[src/rtl/audio_frame_tx.sv]
// Serial audio frame transmitter: bus-written PCM FIFO feeding a left-justified
// 64-slot frame (AbitClk / Async / Asdo) for the downstream DAC stage.
module audio_frame_tx #(
  parameter int CLK_DIV = 8,
  parameter int FIFO_AW = 4
) (
  input  logic        Clk,
  input  logic        Reset,
  input  logic [3:0]  Addr,
  input  logic [15:0] DataWr,
  output logic [15:0] DataRd,
  input  logic        En,
  input  logic        Rd,
  input  logic        Wr,
  output logic        AbitClk,
  output logic        Async,
  output logic        Asdo,
  output logic        Irq
);

  localparam int DATA_W = 16;
  localparam int DEPTH  = 1 << FIFO_AW;
  localparam int LW     = FIFO_AW + 1;
  localparam int DIV_W  = $clog2(CLK_DIV);

  logic                     enable, mono, overflow, underrun;
  logic signed [DATA_W-1:0] fifoMem [DEPTH];
  logic [FIFO_AW-1:0]       wrPtr, rdPtr, rdPtrNext;
  logic [LW-1:0]            level;
  logic [DIV_W-1:0]         divCnt;
  logic                     phase;
  logic [5:0]               slot;
  logic signed [DATA_W-1:0] leftSr, rightSr;

  logic       wrEn, ctrlWr, statWr, fifoWr, pushOk;
  logic       startEn, stopEn, slotEnd, divEnd, load, loadMono, haveWords;
  logic [1:0] need, popCnt;
  logic       unusedRd;

  assign unusedRd = Rd;

  // Bus decode
  assign wrEn   = En & Wr;
  assign ctrlWr = wrEn && (Addr == 4'd0);
  assign statWr = wrEn && (Addr == 4'd1);
  assign fifoWr = wrEn && (Addr == 4'd2);
  assign pushOk = fifoWr && (level < LW'(DEPTH));

  assign startEn = ctrlWr & DataWr[0] & ~enable;
  assign stopEn  = ctrlWr & ~DataWr[0];
  assign divEnd  = (divCnt == DIV_W'(CLK_DIV - 1));
  assign slotEnd = enable & phase & divEnd;

  // A CTRL write in the load cycle already selects the mode for that load
  assign loadMono  = ctrlWr ? DataWr[1] : mono;
  assign load      = startEn | (slotEnd & (slot == 6'd63) & ~stopEn);
  assign need      = loadMono ? 2'd1 : 2'd2;
  assign haveWords = (level >= LW'(need));
  assign popCnt    = (load & haveWords) ? need : 2'd0;
  assign rdPtrNext = rdPtr + FIFO_AW'(1);

  always_ff @(posedge Clk) begin
    if (Reset) begin
      enable   <= 1'b0;
      mono     <= 1'b0;
      overflow <= 1'b0;
      underrun <= 1'b0;
      wrPtr    <= '0;
      rdPtr    <= '0;
      level    <= '0;
    end else begin
      if (ctrlWr) begin
        enable <= DataWr[0];
        mono   <= DataWr[1];
      end
      overflow <= (fifoWr & ~pushOk) | (overflow & ~(statWr & DataWr[15]));
      underrun <= (load & ~haveWords) | (underrun & ~(statWr & DataWr[14]));
      wrPtr    <= wrPtr + FIFO_AW'(pushOk);
      rdPtr    <= rdPtr + FIFO_AW'(popCnt);
      level    <= level + LW'(pushOk) - LW'(popCnt);
    end
  end

  always_ff @(posedge Clk) begin
    if (pushOk)
      fifoMem[wrPtr] <= DataWr;
  end

  // Slot timing: low half then high half of AbitClk, slot advances on the fall
  always_ff @(posedge Clk) begin
    if (Reset) begin
      divCnt <= '0;
      phase  <= 1'b0;
      slot   <= '0;
    end else if (startEn || !enable || stopEn) begin
      divCnt <= '0;
      phase  <= 1'b0;
      slot   <= '0;
    end else if (divEnd) begin
      divCnt <= '0;
      phase  <= ~phase;
      if (phase)
        slot <= slot + 6'd1;
    end else begin
      divCnt <= divCnt + DIV_W'(1);
    end
  end

  always_ff @(posedge Clk) begin
    if (load) begin
      if (haveWords) begin
        leftSr  <= fifoMem[rdPtr];
        rightSr <= loadMono ? fifoMem[rdPtr] : fifoMem[rdPtrNext];
      end else begin
        leftSr  <= '0;
        rightSr <= '0;
      end
    end else if (slotEnd && !slot[4]) begin
      if (slot[5])
        rightSr <= rightSr <<< 1;
      else
        leftSr <= leftSr <<< 1;
    end
  end

  assign AbitClk = phase;
  assign Async   = slot[5];
  assign Asdo    = enable & ~slot[4] & (slot[5] ? rightSr[DATA_W-1] : leftSr[DATA_W-1]);
  assign Irq     = enable & (level <= LW'(DEPTH / 2));

  always_comb begin
    DataRd = '0;
    case (Addr)
      4'd0:    DataRd = {14'd0, mono, enable};
      4'd1:    DataRd = {overflow, underrun, 6'd0, 8'(level)};
      default: DataRd = '0;
    endcase
  end

endmodule

[config.mk]
export PLATFORM = sky130hd
export DESIGN_NAME = audio_frame_tx
export DESIGN_NICKNAME = d
export VERILOG_FILES = /design/src/rtl/audio_frame_tx.sv
export SDC_FILE = /design/constraint.sdc
export NUM_CORES = 1
export LEC_CHECK = 0
export BUFFER_PORTS_ARGS = -buffer_cell sky130_fd_sc_hd__buf_2
export CORE_ASPECT_RATIO = 2
export CORE_MARGIN = 1
export CORE_UTILIZATION = 45
export CTS_BUF_LIST = sky130_fd_sc_hd__clkbuf_4 sky130_fd_sc_hd__clkbuf_8
export DETAILED_ROUTE_END_ITERATION = 8
export GPL_ROUTABILITY_DRIVEN = 0
export GPL_TIMING_DRIVEN = 1
export PLACE_DENSITY = 0.58
export RECOVER_POWER = 50
export SYNTH_ARGS = -nofsm -noshare
export SYNTH_HDL_FRONTEND = slang
export SYNTH_SLANG_ARGS = --single-unit
[constraint.sdc]
create_clock -name Clk -period 7.6 [get_ports Clk]
set_input_delay 0.38 -clock Clk [delete_from_list [all_inputs] [get_ports Clk]]
set_output_delay 0.38 -clock Clk [all_outputs]
set_load 0.01 [all_outputs]
==> results_dict.tcl, run 1 <==
set metrics [dict create \
    synth_enable_flop_cells 288 \
    dr_total_vias 8385 \
    max_slew_margin -0.0947 \
    final_sum_of_negative_setup_slack_ns 0 \
    final_period_utilization 0.650 \
    synth-async-reset-ratio 0 \
    tightest_slew_ns 1.64 \
    end_point_of_the_critical_path "level[4]" \
    drt_iter0_drc 542 \
    yosysSeqAreaShare 0.617 \
    drt-wirelength-per-cell_um 27.8 \
    dieWidth_um 131 \
    rsz0062_at_grt "no" \
    timing.final.crit_period_ns 4.94 \
    synthesis.area_per_instance_um2 17.7 \
    postCtsSetupBuffers 0 \
    final.setup.worst_slack_ns 2.66 \
    dp.final_hpwl_um 23000 \
    num-nets-final 935 \
    mappedNetlistArea_um2 14900 \
    critPathMostFrequentCell "sky130_fd_sc_hd__nor2_1" \
    grt_remaining_overflow 0 \
    post_drt_via_cell_ratio 6.21 \
    worst-endpoint-arrival_ns 5.41 \
    max_cap_viol_count 2 \
    hold_fails_final_rpt 0 \
    report.final.setup_viol 0 \
    tritoncts.num_buffers 45 \
    clock_tree_from_tritoncts "built" \
    timing.rr.start "mono" \
    met1Wirelength_um 13400 \
    cts.clk_slew.worst_paths_ns 0.07 \
    dp_slack_ns 2.42 \
    root_buf_cell "sky130_fd_sc_hd__clkbuf_8" \
    reg2regPathDepth 15 \
    setup.worst_path.start "Addr[2]" \
    worst_hold_path_type "in -> reg" \
    grt_start_max_net_pins 64 \
    reg2reg_setup_slack_ns 3.03 \
    leakagePower_uw 0.00503 \
    post_route_cells_drive_above_1_share 0.251 \
    startpoint_type "input port" \
    endpoint_kind "flip-flop" \
    dieHeight_um 259 \
    first_pass_iteration_count_of_the_detailed_router 5 \
    drt-total-wl_um 37500 \
    skew_ns 0.0316 \
    effective_utilization_at_floorplan 0.461 \
    cp_slowest_stage_delay_ns 0.95 \
    drcViolationCount 0 \
    finalMaxSlewViolations 34 \
    synth_cell_types 58 \
    synthesis.instances 844 \
    antenna_violations_before_repair 1 \
    wl_met2_um 20200 \
    ant_nets 0 \
    run_status "finished, violations left" \
    grt_pass1_vias 9021 \
    fillers 2775 \
    worstSetupPathType "in -> reg" \
    floorplan.rows 93 \
    cts_hold_buffers 0 \
    dieArea_um2 33900 \
    worst_case_clock_buffer_depth 3 \
    post_cts_resized 0 \
    timing.critical_path.cells "buf_2, nor3_1, a21boi_0, nor2_1, inv_1, ha_1, and3b_1, o21ai_0, a211oi_1, nand2_1, ha_1, fa_1, a21oi_1, nor2_1, nor2_1, xnor2_1, nor2_1" \
    port_buffers 34 \
    clock_latency_ns 0.58 \
    synthToLayoutAreaGrowth_pct 9.97 \
    synth_top_flop_cell "sky130_fd_sc_hd__edfxtp_1" \
    grt_use_total 0.234 \
    timing.rr.end "level[4]" \
    ys_warn_count 0 \
    core_um2 32300 \
    synth_seq_cells 315 \
    max-vdd-ir-drop_mv 0.170 \
    htree_levels 2 \
    critical_path_peak_fanout 9 \
    worstPathRequired_ns 8.07 \
    fmax_mhz 202 \
    wire_length_of_the_first_global_routing_pass_um 55800 \
    dr.max_layer_used "met4" \
    num_io_pins 45 \
    failed_checks "max-capacitance violations, max-slew violations" \
    p_per_area_nw_per_um2 210 \
    clock-sinks 315 \
    met3_wirelength_um 1590 \
    worst_path_max_delay_cell "sky130_fd_sc_hd__a211oi_1" \
]
[per-stage QoR]
stage,area (um2),util,power (uW),hold slack [ns],std cells
2_1_floorplan,14900,-,2030,0.404,852
3_3_place_gp,15500,0.480,2070,0.415,1270
3_5_place_dp,15500,0.480,2070,0.421,1270
4_1_cts,16400,0.508,3480,0.118,1350
5_1_grt,16400,0.507,3550,0.131,1351
6_report,16400,0.507,3440,0.141,1351
[layer usage]
metal  global-route usage  vias up
met3               0.0369      108
met2                0.415      255
li1                     -     3596
met5                    0        -
met4                0.140        0
met1                0.259     4426
[logic make-up (layout without fill, tap and decap cells)]
| group | Yosys count | after routing | synth area share |
|---|---|---|---|
| other | 1 | 10 | 0.000252 |
| adders and majority gates | 20 | 20 | 0.0178 |
| buffers and inverters | 70 | 141 | 0.0291 |
| xor gates and xnor gates | 15 | 15 | 0.00882 |
| and+or+nand+nor | 158 | 158 | 0.0536 |
| muxes | 176 | 176 | 0.227 |
| DFF | 315 | 315 | 0.617 |
| AOI/OAI and AO/OA | 89 | 89 | 0.0464 |
[synth_stat cells (all sizes together), types with 3 or more instances]
cell type | count | area share
a211o | 5 | 0.0029
a211oi | 3 | 0.0015
a21oi | 15 | 0.0050
a221o | 7 | 0.0047
a22o | 13 | 0.0076
and2 | 14 | 0.0059
and3 | 10 | 0.0042
and4 | 3 | 0.0018
buf | 49 | 0.024
clkbuf | 13 | 0.0033
dfxtp | 27 | 0.036
edfxtp | 288 | 0.58
ha | 18 | 0.015
inv | 6 | 0.0015
mux2i | 48 | 0.032
mux4 | 127 | 0.19
nand2 | 39 | 0.0098
nand2b | 4 | 0.0017
nand3 | 17 | 0.0057
nand3b | 3 | 0.0015
nand4 | 4 | 0.0017
nor2 | 41 | 0.010
nor2b | 6 | 0.0025
nor3 | 8 | 0.0034
nor3b | 3 | 0.0018
o21ai | 4 | 0.0013
o221ai | 18 | 0.011
o22ai | 9 | 0.0038
xnor2 | 9 | 0.0053
xor2 | 6 | 0.0035
[where the power goes]
part           total, uW  leakage [uW]  switching, uW  internal (uW)
combinational        134       0.00175           86.1           47.8
sequential          1900       0.00281           6.73           1890
clock               1410      0.000471            653            754
[worst min-delay path by stage]
stage | start | endpoint | slack [ns] | cells past startpoint
after floorplan | divCnt[0] | divCnt[0] | 0.40 | 1
after global placement | divCnt[0] | divCnt[0] | 0.42 | 1
after detailed placement | divCnt[0] | divCnt[0] | 0.42 | 1
after CTS | Addr[1] | overflow | 0.12 | 3
after global routing | Addr[1] | overflow | 0.13 | 3
final | Addr[1] | overflow | 0.14 | 3
[placed cells by master, fill, tap and decap left out, types with 15 or more instances in the layout]
| cell | count |
|---|---|
| sky130_fd_sc_hd__ha_1 | 17 |
| sky130_fd_sc_hd__buf_4 | 17 |
| sky130_fd_sc_hd__dfxtp_1 | 24 |
| sky130_fd_sc_hd__mux2i_1 | 48 |
| sky130_fd_sc_hd__nand3_1 | 17 |
| sky130_fd_sc_hd__nor2_1 | 29 |
| sky130_fd_sc_hd__edfxtp_1 | 288 |
| sky130_fd_sc_hd__nand2_1 | 39 |
| sky130_fd_sc_hd__clkbuf_8 | 45 |
| sky130_fd_sc_hd__clkbuf_1 | 30 |
| sky130_fd_sc_hd__clkinv_1 | 17 |
| sky130_fd_sc_hd__o221ai_1 | 18 |
| sky130_fd_sc_hd__a21oi_1 | 15 |
| sky130_fd_sc_hd__mux4_2 | 117 |
[sequential cells by signal, indices dropped and copies added, names as in the netlist, 3 cells and up]
register	count
slot	6
rightSr	16
leftSr	16
level	5
divCnt	3
fifoMem	256
rdPtr	4
wrPtr	4
[area by class of cell]
| type | instances | area (um2) | area share |
|---|---|---|---|
| Clock inverter | 29 | 255 | 0.0156 |
| Inverter | 8 | 31.3 | 0.00191 |
| Tap cell | 427 | 534 | 0.0326 |
| Antenna cell | 1 | 2.50 | 0.000153 |
| Timing Repair Buffer | 53 | 270 | 0.0165 |
| Clock buffer | 51 | 664 | 0.0405 |
| Multi-Input combinational cell | 467 | 5430 | 0.332 |
| Sequential cell | 315 | 9200 | 0.561 |
[critical path, delay by kind of cell]
family | cells | cell delay (ns)
AND/OR/NAND/NOR | 7 | 1.78
buffers and inverters | 2 | 0.38
XOR/XNOR | 1 | 0.12
AO/OA/AOI/OAI | 4 | 1.57
adder cells (fa/ha/maj) | 3 | 1.18
Note: power is estimated with default switching activity, not from simulation.
==> inputs of run 2 (changes only) <==
- clock period: 7.6 -> 5 ns (I/O delays scaled with it)
==> run 2 against run 1 <==
- the run ends with max-capacitance violations left
- hold slack got worse by 0.11 ns
- non-clock buffer count increased by 5
- critical path type unchanged
- highest routed layer unchanged
- clock power increased by 56%
- via count increased by 0.64%
- power increased by 54%
- global-route usage increased by 0.37 points
- sequential power increased by 52%
- critical path depth increased by 1
- clock skew decreased by 0.018 ns
- sequential share of layout area decreased by 0.28 points
- core utilization increased by 0.26 points
- flip-flop and latch count unchanged
==> results_dict.tcl, run 2 (synthesized netlist as in run 1, its figures left out) <==
set metrics [dict create \
    num_io_pins 45 \
    most_frequent_standard_cell_in_the_layout_excluding_fill_and_tap_cells "sky130_fd_sc_hd__edfxtp_1" \
    worst-endpoint-arrival_ns 4.51 \
    dieArea_um2 33900 \
    antenna_violations_before_repair 1 \
    post_route_cells_drive_above_1_share 0.264 \
    tightest_slew_ns 1.49 \
    clockPowerShare 0.416 \
    layout_common_cells "288 x sky130_fd_sc_hd__edfxtp_1, 117 x sky130_fd_sc_hd__mux4_2, 48 x sky130_fd_sc_hd__mux2i_1" \
    largest_register_ff_count 256 \
    grt_use_total 0.238 \
    grt_start_max_net_pins 64 \
    instances_no_fill 1359 \
    largest-register "fifoMem" \
    clock_latency_ns 0.57 \
    drt-total-wl_um 38400 \
    fmax_mhz 246 \
    globalRouteMet3Util 0.0324 \
    post_drt_via_cell_ratio 6.21 \
    final.setup.worst_slack_ns 0.937 \
    pwr-share-seq 0.545 \
    multiInputGateArea_um2 5430 \
    synthToLayoutAreaGrowth_pct 10.5 \
    dp.final_hpwl_um 23600 \
    postCtsSetupBuffers 0 \
    reg2regPathDepth 16 \
    endpoint_worst_hold "overflow" \
    worstSetupPathType "in -> reg" \
    cts_hold_buffers 0 \
    p_per_area_nw_per_um2 322 \
    dr_total_vias 8439 \
    worst_path_max_delay_cell "sky130_fd_sc_hd__nor3_1" \
    max_cap_viol_count 1 \
    fillers 2711 \
    port_buffers 34 \
    dieHeight_um 259 \
    cts.clk_slew.worst_paths_ns 0.06 \
    drcViolationCount 0 \
    first_pass_iteration_count_of_the_detailed_router 5 \
    critical-path-top-delay-family "simple AND/OR/NAND/NOR gates" \
    ff_latch_area_um2 9200 \
    postLayoutCoreUtil 0.509 \
    skew_ns 0.0137 \
    biggestRegsByFlops "fifoMem: 256 flops, leftSr: 16 flops, rightSr: 16 flops" \
    post_cts_resized 0 \
    holdCritStartpoint "Addr[1]" \
    grt_remaining_overflow 0 \
    root_buf_cell "sky130_fd_sc_hd__clkbuf_8" \
    worstPathRequired_ns 5.45 \
    timing.critical_path.buf_inv 2 \
    max_slew_margin 0.00448 \
    setup.worst_path.start "Addr[2]" \
    leakagePower_uw 0.00510 \
    wire_length_of_the_first_global_routing_pass_um 56800 \
    dp_slack_ns 0.638 \
    rsz0062_at_grt "no" \
    max-vdd-ir-drop_mv 0.149 \
    final_sum_of_negative_setup_slack_ns 0 \
    holdPathStages 3 \
    report.final.setup_viol 0 \
    top_usage_layer "met2" \
    internal_power_of_the_cells_uw 4170 \
    num-nets-final 940 \
    startpoint_type "input port" \
    worst_hold_path_type "in -> reg" \
    drt-wirelength-per-cell_um 28.2 \
    use_met1 0.268 \
    htree_levels 2 \
    endpoint_kind "flip-flop" \
    effective_utilization_at_floorplan 0.461 \
    failed_checks "max-capacitance violations" \
    timing.rr.end "level[4]" \
    numPlacedInstances 1275 \
    floorplan.rows 93 \
    timing.rr.start "mono" \
    timing.critical_path.cells "buf_2, nor3_1, a21boi_0, nor2_1, inv_1, ha_1, and3b_1, o21ai_0, and2_1, nor3_2, xor2_1, ha_1, fa_1, a21oi_1, nor2_1, nor2_1, xnor2_1, nor2_1" \
    timing.final.crit_period_ns 4.06 \
    hold_fails_final_rpt 0 \
    cp_slowest_stage_delay_ns 0.56 \
    fin_total_pwr_uw 5300 \
    netSwitchingFraction 0.213 \
    run_status "finished, violations left" \
    dieWidth_um 131 \
    ant_nets 0 \
    grt_pass1_vias 9090 \
    tritoncts.num_buffers 45 \
    drt_iter0_drc 666 \
    total_switching_power_uw 1130 \
    worst_case_clock_buffer_depth 3 \
    reg2reg_setup_slack_ns 1.13 \
    globalRouteMet2Util 0.429 \
    clock_tree_from_tritoncts "built" \
    clock-sinks 315 \
    critical_path_peak_fanout 9 \
    critPathMostFrequentCell "sky130_fd_sc_hd__nor2_1" \
    core_um2 32300 \
    finalMaxSlewViolations 0 \
    final_period_utilization 0.813 \
    pwr-share-comb 0.040 \
]
==> run 2: cell types whose count changed in the layout (fill, tap and decap cells not counted), sizes merged <==
cell	delta
clkbuf	+6
buf	+6
clkinvlp	-1
clkinv	-3
==> run 2: stage by stage <==
step	hold slack (ns)	cell area, um2
floorplan	0.349	14900
finish	0.0277	16500
detailed placement	0.435	15500
CTS	0.00570	16500
global route	0.0361	16500
global placement	0.415	15500
==> run 2: cell type report <==
class / instances / share of cell area
repair buffers: 58 / 0.0188
multi-input cells: 467 / 0.330
well taps: 427 / 0.0324
clock inverters: 25 / 0.0144
clock buffers: 58 / 0.0443
diodes: 1 / 0.000152
inverters: 8 / 0.00190
flip-flops and latches: 315 / 0.558
==> run 2: how the worst max path moves through the flow <==
stage / cells past startpoint / end / slack (ns)
after detailed placement: 18 / level[4] / 0.64
after floorplan: 20 / level[4] / 1.03
after global routing: 18 / level[4] / 0.48
after CTS: 16 / level[4] / 1.16
final: 18 / level[4] / 0.94
after global placement: 18 / level[4] / 0.78
==> run 2: power by group through the flow <==
| stage | sequential (uW) | clock [uW] | combinational (uW) |
|---|---|---|---|
| 2_1_floorplan | 2940 | 0 | 137 |
| 3_3_place_gp | 2950 | 0 | 208 |
| 3_5_place_dp | 2950 | 0 | 212 |
| 4_1_cts | 2890 | 2250 | 214 |
| 5_1_grt | 2890 | 2340 | 233 |
| 6_report | 2890 | 2200 | 210 |
==> run 2: tightest hold or removal path, cell delays in order <==
cell and delay (ns):
sky130_fd_sc_hd__buf_2 0.12, sky130_fd_sc_hd__nand4_1 0.11, sky130_fd_sc_hd__a21oi_1 0.07
==> run 2: per-layer routing <==
| metal | part of all wire | vias to the layer above | wire length (um) |
|---|---|---|---|
| met5 | 0 | - | 0 |
| met4 | 0.050 | 0 | 1940 |
| met3 | 0.041 | 97 | 1560 |
| met2 | 0.55 | 235 | 21100 |
| met1 | 0.36 | 4512 | 13800 |
| li1 | - | 3595 | - |
==> inputs of run 3 (changes only) <==
- ABC_AREA: unset -> 1
- PLACE_DENSITY: 0.58 -> 0.6
- clock period: 5 -> 3.35 ns (I/O delays scaled with it)
==> run 3 against run 2 <==
- the run ends with max-capacitance violations, max-slew violations left
- hold slack improved by 0.050 ns
- global-route usage grew 2.5 points
- power grew 42%
- synthesized cell count grew 97%
- clock skew increased by 0.011 ns
- routed wire length increased by 20%
- via count is 46% higher
- core utilization is 0.89 points lower
- first-iteration DRC count increased by 29%
- sequential power is 48% higher
- non-clock buffer count increased by 44
- critical path depth is 6 higher
- largest power group unchanged
==> results_dict.tcl, run 3 <==
set metrics [dict create \
    timing.critical_path.buf_inv 3 \
    ff_latch_area_um2 9200 \
    synthToLayoutAreaGrowth_pct 9.51 \
    final_sum_of_negative_setup_slack_ns 0 \
    floorplan.rows 97 \
    max_cap_viol_count 3 \
    drt-wirelength-per-cell_um 21.1 \
    synth-async-reset-ratio 0 \
    synth_top_area_cell "sky130_fd_sc_hd__edfxtp_1" \
    synthesis.instances 1664 \
    clock_latency_ns 0.60 \
    fillers 3230 \
    postCtsSetupBuffers 0 \
    layout_common_cells "348 x sky130_fd_sc_hd__nand2_1, 288 x sky130_fd_sc_hd__edfxtp_1, 169 x sky130_fd_sc_hd__nand3_1" \
    leakagePower_uw 0.00653 \
    most_frequent_standard_cell_in_the_layout_excluding_fill_and_tap_cells "sky130_fd_sc_hd__nand2_1" \
    fmax_mhz 329 \
    drt-total-wl_um 46200 \
    synth_enable_flop_cells 288 \
    synth_top_flop_cell "sky130_fd_sc_hd__edfxtp_1" \
    num_io_pins 45 \
    drcViolationCount 0 \
    antenna_violations_before_repair 1 \
    largest-register "fifoMem" \
    holdCritStartpoint "Addr[2]" \
    worstPathRequired_ns 3.87 \
    post_drt_via_cell_ratio 5.63 \
    hold_fails_final_rpt 0 \
    dp_slack_ns 0.254 \
    dr_total_vias 12300 \
    tritoncts.num_buffers 46 \
    num-nets-final 1751 \
    max-vdd-ir-drop_mv 0.291 \
    endpoint_worst_hold "enable" \
    post-synth-top-area-fraction 0.542 \
    wire_length_of_the_first_global_routing_pass_um 69300 \
    biggestRegsByFlops "fifoMem: 256 flops, leftSr: 16 flops, rightSr: 16 flops" \
    largest_register_ff_count 256 \
    synth_cell_types 51 \
    ys_warn_count 0 \
    grt_start_max_net_pins 93 \
    dp.final_hpwl_um 29400 \
    rsz0062_at_grt "no" \
    mappedNetlistArea_um2 16000 \
    dieArea_um2 36300 \
    timing.critical_path.cells "dlygate4sd3_1, buf_2, nor2_4, nand2_4, nor2_8, nand2_1, o21ai_2, inv_1, ha_1, nand3_1, nand2_1, nand2_1, nand2_1, nand3_4, nor2_2, nand2_1, nand2_1, ha_1, fa_1, nand2_1, a21oi_1, nor2_1, o21ai_0, a21oi_1" \
    critical_path_peak_fanout 5 \
    worstSetupPathType "in -> reg" \
    grt_pass1_vias 12000 \
    timing.rr.end "level[4]" \
    cts.clk_slew.worst_paths_ns 0.07 \
    finalMaxSlewViolations 51 \
    grt_remaining_overflow 0 \
    clock_tree_from_tritoncts "built" \
    worst_path_max_delay_cell "sky130_fd_sc_hd__dlygate4sd3_1" \
    yosys-top-cells-count "347 x sky130_fd_sc_hd__nand2_1, 288 x sky130_fd_sc_hd__edfxtp_1, 169 x sky130_fd_sc_hd__nand3_1" \
    critical-path-top-delay-family "simple AND/OR/NAND/NOR gates" \
    multiInputGateArea_um2 5620 \
    htree_levels 2 \
    placedInstanceArea_um2 16500 \
    dieHeight_um 268 \
    critPathMostFrequentCell "sky130_fd_sc_hd__nand2_1" \
    clock-sinks 315 \
    max_slew_margin -0.117 \
    run_status "finished, violations left" \
    skew_ns 0.0245 \
    worst_hold_path_type "in -> reg" \
    most_common_cell_in_the_netlist "sky130_fd_sc_hd__nand2_1" \
    holdPathStages 6 \
    root_buf_cell "sky130_fd_sc_hd__clkbuf_8" \
    grt_use_total 0.262 \
    final.setup.worst_slack_ns 0.313 \
    reg2reg_setup_slack_ns 0.57 \
    effective_utilization_at_floorplan 0.457 \
    timing.final.crit_period_ns 3.04 \
    drt_iter0_drc 856 \
    synthesis.area_per_instance_um2 9.59 \
    post_route_cells_drive_above_1_share 0.105 \
    dieWidth_um 135 \
    port_buffers 34 \
    worst_case_clock_buffer_depth 3 \
    yosysSeqAreaShare 0.576 \
    final_period_utilization 0.906 \
    tightest_slew_ns 1.68 \
    failed_checks "max-capacitance violations, max-slew violations" \
    yosys-top-cells-area "sky130_fd_sc_hd__edfxtp_1 54%, sky130_fd_sc_hd__nand2_1 8.2%, sky130_fd_sc_hd__nand3_1 5.3%, sky130_fd_sc_hd__a21oi_1 5.0%, sky130_fd_sc_hd__dfxtp_1 3.4%" \
    cp_slowest_stage_delay_ns 0.54 \
    first_pass_iteration_count_of_the_detailed_router 6 \
    reg2regPathDepth 18 \
    synth_seq_cells 315 \
    startpoint_type "input port" \
    worst-endpoint-arrival_ns 3.56 \
    final_area_um2 17500 \
    p_per_area_nw_per_um2 431 \
    endpoint_kind "flip-flop" \
    report.final.setup_viol 0 \
    ant_nets 0 \
    core_um2 35000 \
    timing.rr.start "mono" \
]
[run 3: cell types whose count changed after synthesis, moves of 18 or more]
cell,delta
sky130_fd_sc_hd__o211ai_1,+33
sky130_fd_sc_hd__mux4_2,-117
sky130_fd_sc_hd__nand3_1,+152
sky130_fd_sc_hd__o221ai_1,-18
sky130_fd_sc_hd__inv_1,+106
sky130_fd_sc_hd__nand2_1,+308
sky130_fd_sc_hd__o21ai_0,+97
sky130_fd_sc_hd__buf_2,+26
sky130_fd_sc_hd__o21ai_1,+32
sky130_fd_sc_hd__a31oi_1,+31
sky130_fd_sc_hd__a21oi_1,+146
sky130_fd_sc_hd__mux2i_1,-48
sky130_fd_sc_hd__nor2_1,+100
[run 3: metrics by stage]
stage	utilization	total power, uW	std cells	hold slack [ns]
2_1_floorplan	-	4480	1672	0.266
3_3_place_gp	0.471	4550	2084	0.408
3_5_place_dp	0.471	4560	2084	0.428
4_1_cts	0.502	7600	2188	0.0465
5_1_grt	0.500	7770	2189	0.100
6_report	0.500	7540	2189	0.0773
[run 3: timing repair]
item	in CTS	in global routing
gates resized for setup	0	1
hold buffers	19	0
hold endpoints to repair	266	0
setup endpoints to repair	0	1
[run 3: layout make-up]
type                    instances  share of cell area
clock inverters                18             0.00487
multi-input cells            1120               0.321
flip-flops and latches        315               0.526
clock buffers                  67              0.0459
diodes                          1            0.000143
repair buffers                102              0.0430
inverters                     121              0.0268
well taps                     445              0.0318
[run 3: cell families (layout without fill, tap and decap cells)]
kind of cell	Yosys count	in the layout	share of synthesized area
AO/OA/AOI/OAI	382	382	0.132
XOR/XNOR	5	5	0.00510
adder cells (fa/ha/maj)	20	20	0.0166
buffers and inverters	237	308	0.0762
flip-flops	315	315	0.576
other	1	10	0.000235
AND/OR/NAND/NOR	704	704	0.194
[run 3: worst max-delay path by stage]
stage,cells after the start,from,slack (ns),end
floorplan,23,Addr[3],0.36,level[4]
detailed placement,22,Addr[3],0.25,level[4]
CTS,23,Addr[0],0.34,level[4]
global route,24,Addr[0],0.01,level[4]
finish,24,Addr[0],0.31,level[4]
global placement,22,Addr[3],0.30,level[4]
[run 3: metal layers]
metal / global-route usage / vias up / share of wire
li1: - / 5863 / -
met1: 0.283 / 5903 / 0.36
met2: 0.477 / 424 / 0.52
met3: 0.0296 / 135 / 0.049
met4: 0.176 / 0 / 0.071
met5: 0 / - / 0
[run 3: report_power, final]
part / leakage, uW / switching, uW / internal (uW)
Combinational: 0.00325 / 138 / 58.8
Clock: 0.000476 / 1500 / 1550
Sequential: 0.00281 / 5.87 / 4290
Total: 0.00653 / 1650 / 5890
[run 3: worst register-to-register path: stages (launching register included)]
cell	delay [ns]
sky130_fd_sc_hd__dfxtp_1	0.33
sky130_fd_sc_hd__o21ai_2	0.16
sky130_fd_sc_hd__inv_1	0.08
sky130_fd_sc_hd__ha_1	0.27
sky130_fd_sc_hd__nand3_1	0.08
sky130_fd_sc_hd__nand2_1	0.05
sky130_fd_sc_hd__nand2_1	0.07
sky130_fd_sc_hd__nand2_1	0.08
sky130_fd_sc_hd__nand3_4	0.14
sky130_fd_sc_hd__nor2_2	0.06
sky130_fd_sc_hd__nand2_1	0.15
sky130_fd_sc_hd__nand2_1	0.08
sky130_fd_sc_hd__ha_1	0.22
sky130_fd_sc_hd__fa_1	0.47
sky130_fd_sc_hd__nand2_1	0.08
sky130_fd_sc_hd__a21oi_1	0.06
sky130_fd_sc_hd__nor2_1	0.12
sky130_fd_sc_hd__o21ai_0	0.09
sky130_fd_sc_hd__a21oi_1	0.13
